$ cat src/rtl/cam_pkg.sv
// cam_pkg: capture FSM state encoding and default frame geometry
// for the OV7670 pixel path.
package cam_pkg;

  localparam int CAM_H_ACTIVE = 640;
  localparam int CAM_V_ACTIVE = 480;

  typedef enum logic [1:0] {
    ST_IDLE       = 2'd0,
    ST_WAIT_VS    = 2'd1,
    ST_WAIT_FRAME = 2'd2,
    ST_ACTIVE     = 2'd3
  } cam_state_e;

endpackage

$ cat src/rtl/cam_edge_det.sv
// cam_edge_det: one-cycle delayed copy of a camera sync line
// with combinational rise/fall pulses.
module cam_edge_det (
  input  logic clk_i,
  input  logic rst_ni,
  input  logic d_i,
  output logic rise_o,
  output logic fall_o
);

  logic d_q;

  always_ff @(posedge clk_i) begin
    if (!rst_ni) d_q <= 1'b0;
    else         d_q <= d_i;
  end

  assign rise_o = d_i & ~d_q;
  assign fall_o = ~d_i & d_q;

endmodule

$ cat src/rtl/cam_capture_ctrl.sv
// cam_capture_ctrl: OV7670 frame-capture sequencer on cam_pclk.
// Define CAM_LINE_CHECK_EN to build the sticky line-length checker.
module cam_capture_ctrl
  import cam_pkg::*;
#(
  parameter int H_ACTIVE = CAM_H_ACTIVE,
  parameter int V_ACTIVE = CAM_V_ACTIVE,
  parameter int XW       = 11,
  parameter int YW       = 11,
  parameter int BYTE_SEL = 1
) (
  input  logic          cam_pclk,
  input  logic          reset,
  input  logic          cam_vs,
  input  logic          cam_href,
  input  logic [7:0]    cam_byte,
  input  logic          mode_cont,
  input  logic          start,
  output logic          wr_en,
  output logic [XW-1:0] wr_x,
  output logic [YW-1:0] wr_y,
  output logic [7:0]    wr_data,
  output logic          busy,
  output logic          frame_done,
  output logic [7:0]    frame_cnt,
  output logic          err_line
);

  localparam logic          SEL  = 1'(BYTE_SEL);
  localparam logic [XW-1:0] XLIM = XW'(H_ACTIVE);
  localparam logic [YW-1:0] YLIM = YW'(V_ACTIVE);

  cam_state_e state_q, state_d;
  logic [XW-1:0] x_q, x_d, wr_x_q, wr_x_d;
  logic [YW-1:0] y_q, y_d, wr_y_q, wr_y_d;
  logic [7:0] wr_data_q, wr_data_d;
  logic [7:0] fcnt_q, fcnt_d;
  logic phase_q, phase_d;
  logic wr_en_q, wr_en_d;
  logic fdone_q, fdone_d;

  logic href_rise, href_fall;
  logic vs_rise, vs_fall;
  logic unused_edges;

  cam_edge_det u_href (
    .clk_i  (cam_pclk),
    .rst_ni (reset),
    .d_i    (cam_href),
    .rise_o (href_rise),
    .fall_o (href_fall)
  );

  cam_edge_det u_vs (
    .clk_i  (cam_pclk),
    .rst_ni (reset),
    .d_i    (cam_vs),
    .rise_o (vs_rise),
    .fall_o (vs_fall)
  );

  assign unused_edges = href_rise | vs_fall;

  always_comb begin
    state_d   = state_q;
    x_d       = x_q;
    y_d       = y_q;
    phase_d   = phase_q;
    wr_en_d   = 1'b0;
    wr_x_d    = wr_x_q;
    wr_y_d    = wr_y_q;
    wr_data_d = wr_data_q;
    fdone_d   = 1'b0;
    fcnt_d    = fcnt_q;
    unique case (state_q)
      ST_IDLE: begin
        if (start) state_d = ST_WAIT_VS;
      end
      ST_WAIT_VS: begin
        if (cam_vs) state_d = ST_WAIT_FRAME;
      end
      ST_WAIT_FRAME: begin
        if (!cam_vs) begin
          state_d = ST_ACTIVE;
          x_d     = '0;
          y_d     = '0;
          phase_d = 1'b0;
        end
      end
      ST_ACTIVE: begin
        // frame end wins over a coincident line end
        if (vs_rise) begin
          fdone_d = 1'b1;
          fcnt_d  = fcnt_q + 8'd1;
          state_d = mode_cont ? ST_WAIT_FRAME : ST_IDLE;
        end else if (href_fall) begin
          if (x_q != '0) begin
            x_d = '0;
            if (y_q != '1) y_d = y_q + 1'b1;
          end
          phase_d = 1'b0;
        end else if (cam_href && !cam_vs) begin
          phase_d = ~phase_q;
          if (phase_q == SEL) begin
            if (x_q < XLIM && y_q < YLIM) begin
              wr_en_d   = 1'b1;
              wr_x_d    = x_q;
              wr_y_d    = y_q;
              wr_data_d = cam_byte;
            end
            if (x_q != '1) x_d = x_q + 1'b1;
          end
        end
      end
      default: state_d = ST_IDLE;
    endcase
  end

  always_ff @(posedge cam_pclk) begin
    if (!reset) begin
      state_q   <= ST_IDLE;
      x_q       <= '0;
      y_q       <= '0;
      phase_q   <= 1'b0;
      wr_en_q   <= 1'b0;
      wr_x_q    <= '0;
      wr_y_q    <= '0;
      wr_data_q <= '0;
      fdone_q   <= 1'b0;
      fcnt_q    <= '0;
    end else begin
      state_q   <= state_d;
      x_q       <= x_d;
      y_q       <= y_d;
      phase_q   <= phase_d;
      wr_en_q   <= wr_en_d;
      wr_x_q    <= wr_x_d;
      wr_y_q    <= wr_y_d;
      wr_data_q <= wr_data_d;
      fdone_q   <= fdone_d;
      fcnt_q    <= fcnt_d;
    end
  end

`ifdef CAM_LINE_CHECK_EN
  logic err_q, err_d;

  always_comb begin
    err_d = err_q;
    if (state_q == ST_IDLE && start)
      err_d = 1'b0;
    else if (state_q == ST_ACTIVE && href_fall && x_q != XLIM)
      err_d = 1'b1;
  end

  always_ff @(posedge cam_pclk) begin
    if (!reset) err_q <= 1'b0;
    else        err_q <= err_d;
  end

  assign err_line = err_q;
`else
  assign err_line = 1'b0;
`endif

  assign wr_en      = wr_en_q;
  assign wr_x       = wr_x_q;
  assign wr_y       = wr_y_q;
  assign wr_data    = wr_data_q;
  assign busy       = (state_q != ST_IDLE);
  assign frame_done = fdone_q;
  assign frame_cnt  = fcnt_q;

endmodule

$ cat config.mk
export PLATFORM = sky130hd
export DESIGN_NAME = cam_capture_ctrl
export DESIGN_NICKNAME = d
export VERILOG_FILES = /design/src/rtl/cam_pkg.sv /design/src/rtl/cam_edge_det.sv /design/src/rtl/cam_capture_ctrl.sv
export SDC_FILE = /design/constraint.sdc
export NUM_CORES = 1
export LEC_CHECK = 0
export CAP_MARGIN = 20
export CORE_MARGIN = 1.5
export CORE_UTILIZATION = 47
export DETAILED_ROUTE_END_ITERATION = 7
export HOLD_SLACK_MARGIN = 0.02
export PLACE_DENSITY = 0.79
export RECOVER_POWER = 50
export SYNTH_ARGS = -nofsm -noshare
export SYNTH_HDL_FRONTEND = slang
export SYNTH_SLANG_ARGS = --single-unit
$ cat constraint.sdc
create_clock -name cam_pclk -period 1.9 [get_ports cam_pclk]
set_clock_uncertainty 0.2 [all_clocks]
set_input_delay 0.38 -clock cam_pclk [delete_from_list [all_inputs] [get_ports cam_pclk]]
set_output_delay 0.38 -clock cam_pclk [all_outputs]
set_load 0.05 [all_outputs]
==> key figures <==
Status
  • Result of the run: complete, but fails checks
  • Violations in the final reports: setup timing

Logic synthesis
  • Cell count after synthesis: 344
  • FF+latch count, synth: 67
  • Part of the Yosys area used for sequential elements: 43.8%
  • Main flop type after synthesis: sky130_fd_sc_hd__dfxtp_1
  • Post-synth top area share: 43.8%
  • Post-synthesis async set-or-reset flop share: 0%
  • Number of nets produced by synthesis: 362
  • Distinct cell type count of the synthesized netlist: 51
  • Yosys warnings: 0
  • Top post-synthesis cells by area: sky130_fd_sc_hd__dfxtp_1, sky130_fd_sc_hd__mux2i_1, sky130_fd_sc_hd__nor2_1
  • Post-synthesis cell area: 3060 µm²
  • Syn Area/Cell: 8.90 µm²
  • Number of enable-type register cells in the synthesized netlist: 0
  • Leading area contributor after synthesis: sky130_fd_sc_hd__dfxtp_1

Critical path
  • Max Fanout on Critical Path: 6
  • Startpoint type of the worst setup path: register
  • Arrival time of data at the critical path endpoint: 2020 ps
  • Kind of end point of the critical path: register
  • Setup slack of the most critical reg-to-reg path: -50 ps
  • R2R cell count: 8
  • Type of the worst setup path: register to register
  • Critical R2R Capture: x_q[5]$_SDFFE_PN0P_
  • RR Startpoint: x_q[0]$_SDFFE_PN0P_
  • Data required time of the critical path: 1970 ps

Timing
  • Slew Limit Headroom: 58.5%
  • Slack of the critical path: -54.2 ps
  • Slew @ Worst Pin: 625 ps
  • Final worst-path cycle share: 103%
  • Final Hold Vio Count: 0
  • Final setup fails: 7
  • Max-slew violation total from the final report: 0
  • Upper clock frequency limit: 0.512 GHz
  • Unrepaired setup endpoints after global routing: true
  • Minimum period implied by the final worst setup slack: 1950 ps

CTS
  • CTS tree: done
  • H-tree depth: 3
  • Total clock buffers created by CTS: 9
  • Clock slew at the register clock pins of the worst setup and hold paths: 70 ps
  • Clock latency on the worst-skew pair: 340 ps
  • Clk sinks: 67
  • Root Driver: sky130_fd_sc_hd__clkbuf_8
  • Worst-case clock buffer depth: 2

Placed design
  • Detailed-placement wirelength estimate: 5500 µm
  • Final RePlAce weighted congestion: 0.851
  • Placed Area: 4070 µm²
  • Port buffer count: 54
  • Pre-CTS worst setup slack: -601 ps
  • Cell count after placement: 518

Drt
  • Post-route ant nets: 0
  • TritonRoute pass-1 iters: 5
  • WL/cell: 16.0 µm
  • Per-cell via count in the routed design: 5.80
  • Detailed-route DRC error count: 0
  • Total number of vias: 3131
  • Initial detailed-routing violation count: 248
  • Total Wirelength: 8660 µm

GRT
  • Met3 track demand over resource: 5.34%
  • Largest net degree at the start of global routing: 42
  • First-pass GRT wire length: 13600 µm
  • Aggregate global routing overflow: 0
  • Number of global-route vias before repair: 2963
  • Global-route usage over all layers: 23.9%
  • Busiest layer in global routing: met2
  • Initial antenna violation count: 0
  • Met2 GRT Util: 37.2%
  • Met1 global-route usage: 31.2%

Die
  • Number of rows created at floorplan: 29
  • I/O pins: 56
  • Floorplan die area: 7010 µm²
  • Die boundary height: 83.7 µm
  • Core outline area: 6310 µm²
  • Starting utilization of the core area: 48.5%
  • Width of the die: 83.7 µm

Cells and area
  • Final non-filler cell area: 4510 µm²
  • Post-route insts no fill: 540
  • Area growth from synthesis to layout: 47.3%
  • Layout fillers: 471
  • Final layout net count: 477
  • Fraction of final layout cells sized beyond drive strength 1: 35.4%
  • Ant. Diodes: 0

Worst hold path
  • Launch point of the worst hold path: cam_href
  • Classification of the worst-slack hold path: input port to register
  • Number of cells on the worst hold path: 2
  • Hold endpoint: u_href.d_q$_SDFF_PN0_

Pwr
  • Areal power density over the cells: 618 nW/µm²
  • VDD IR max: 531 µV
  • Leakage component of the power: 1.70 nW

Flow run
  • Max-cap violations: 0
-- critical path, stage by stage, from the launching register on --
cell	delay [ps]
sky130_fd_sc_hd__dfxtp_4	380
sky130_fd_sc_hd__ha_4	140
sky130_fd_sc_hd__and3_4	180
sky130_fd_sc_hd__nand4_1	150
sky130_fd_sc_hd__buf_4	200
sky130_fd_sc_hd__o31ai_4	230
sky130_fd_sc_hd__buf_6	180
sky130_fd_sc_hd__o31ai_2	80
sky130_fd_sc_hd__a21oi_2	150
-- routing by layer --
metal / share of wire [%] / up-vias
li1: - / 1474
met3: 6.9 / 24
met4: 1.9 / 0
met5: 0 / -
met1: 44 / 1492
met2: 47 / 141
-- registers in the layout, indices dropped and copies added, names as in the netlist --
signal / count
wr_x: 11
wr_y: 11
x_q: 11
y_q: 11
frame_cnt: 8
wr_data: 8
state_q: 2
frame_done: 1
phase_q: 1
u_href.d_q: 1
u_vs.d_q: 1
wr_en: 1
-- Yosys cell counts (3+ instances only) --
| library cell | count |
|---|---|
| sky130_fd_sc_hd__dfxtp_1 | 67 |
| sky130_fd_sc_hd__nor2_1 | 52 |
| sky130_fd_sc_hd__mux2i_1 | 26 |
| sky130_fd_sc_hd__nand2_1 | 25 |
| sky130_fd_sc_hd__nand3_1 | 16 |
| sky130_fd_sc_hd__a21oi_1 | 15 |
| sky130_fd_sc_hd__o21ai_0 | 12 |
| sky130_fd_sc_hd__clkbuf_1 | 11 |
| sky130_fd_sc_hd__nand4_1 | 8 |
| sky130_fd_sc_hd__inv_1 | 7 |
| sky130_fd_sc_hd__and2_1 | 6 |
| sky130_fd_sc_hd__and3_1 | 6 |
| sky130_fd_sc_hd__nor3_1 | 6 |
| sky130_fd_sc_hd__nor3b_1 | 6 |
| sky130_fd_sc_hd__o221a_2 | 6 |
| sky130_fd_sc_hd__a31oi_1 | 5 |
| sky130_fd_sc_hd__buf_2 | 5 |
| sky130_fd_sc_hd__xor2_1 | 5 |
| sky130_fd_sc_hd__ha_1 | 4 |
| sky130_fd_sc_hd__nand4b_1 | 4 |
| sky130_fd_sc_hd__a211oi_1 | 3 |
| sky130_fd_sc_hd__and4_1 | 3 |
| sky130_fd_sc_hd__buf_4 | 3 |
| sky130_fd_sc_hd__nor2b_1 | 3 |
| sky130_fd_sc_hd__or3_1 | 3 |
-- cells in the final DEF, fill, tap and decap left out, types with 6 or more instances in the layout --
cell                               n
sky130_fd_sc_hd__buf_4            69
sky130_fd_sc_hd__dfxtp_1          61
sky130_fd_sc_hd__nor2_1           49
sky130_fd_sc_hd__mux2i_1          26
sky130_fd_sc_hd__clkbuf_1         26
sky130_fd_sc_hd__nand2_1          22
sky130_fd_sc_hd__a21oi_1          11
sky130_fd_sc_hd__clkbuf_8         11
sky130_fd_sc_hd__clkdlybuf4s50_1  11
sky130_fd_sc_hd__nand3_1          10
sky130_fd_sc_hd__nand4_1           8
sky130_fd_sc_hd__o21ai_0           7
sky130_fd_sc_hd__clkbuf_2          7
sky130_fd_sc_hd__buf_6             6
-- cells by family after synthesis --
family,share of synthesized area (%)
AO/OA/AOI/OAI,14.7
XOR/XNOR,2.00
adder cells (fa/ha/maj),1.63
buffers and inverters,3.88
flip-flops,43.8
multiplexers,8.50
other,0.122
AND/OR/NAND/NOR,25.4
-- worst max path at each step --
| stage | startpoint | to | slack [ps] |
|---|---|---|---|
| 4_1_cts | x_q[0]$_SDFFE_PN0P_ | x_q[7]$_SDFFE_PN0P_ | -40 |
| 6_report | x_q[0]$_SDFFE_PN0P_ | x_q[5]$_SDFFE_PN0P_ | -50 |
| 5_1_grt | x_q[1]$_SDFFE_PN0P_ | y_q[0]$_SDFFE_PN0P_ | -100 |
| 3_5_place_dp | cam_href | x_q[5]$_SDFFE_PN0P_ | -600 |
| 3_3_place_gp | cam_href | x_q[9]$_SDFFE_PN0P_ | -540 |
| 2_1_floorplan | cam_href | x_q[5]$_SDFFE_PN0P_ | -30 |
-- metrics by stage --
step	hold slack [ps]	power [W]	util (%)	TNS, ps
after floorplan	276	0.00154	-	-34.0
after CTS	272	0.00278	69.1	-112
final	189	0.00279	71.5	-223
after global routing	199	0.00287	71.5	-1060
after global placement	255	0.00162	64.4	-24210
after detailed placement	263	0.00163	64.4	-26640
-- power breakdown --
group          leakage [nW]  total [W]  switching (W)  internal, W
clock                0.0995    0.00118       0.000510     0.000670
combinational          1.06   0.000190       0.000104    0.0000859
sequential            0.544    0.00142     0.00000953      0.00141
-- layout make-up --
type | instances | area, µm² | area share (%)
clock buffer | 13 | 159 | 3.52
multi-input combinational | 250 | 1920 | 42.5
inverter | 8 | 30.0 | 0.666
timing repair buffer | 123 | 913 | 20.2
sequential | 67 | 1360 | 30.1
tap | 77 | 96.3 | 2.14
clock inverter | 2 | 35.0 | 0.776
-- repair_timing --
item	CTS	global route
buffers inserted	4	3
pin swaps	9	27
resized for setup	23	54
endpoints found under the setup margin	52	34
hold buffers	0	0
No activity file was read; power rests on OpenSTA's default activity.
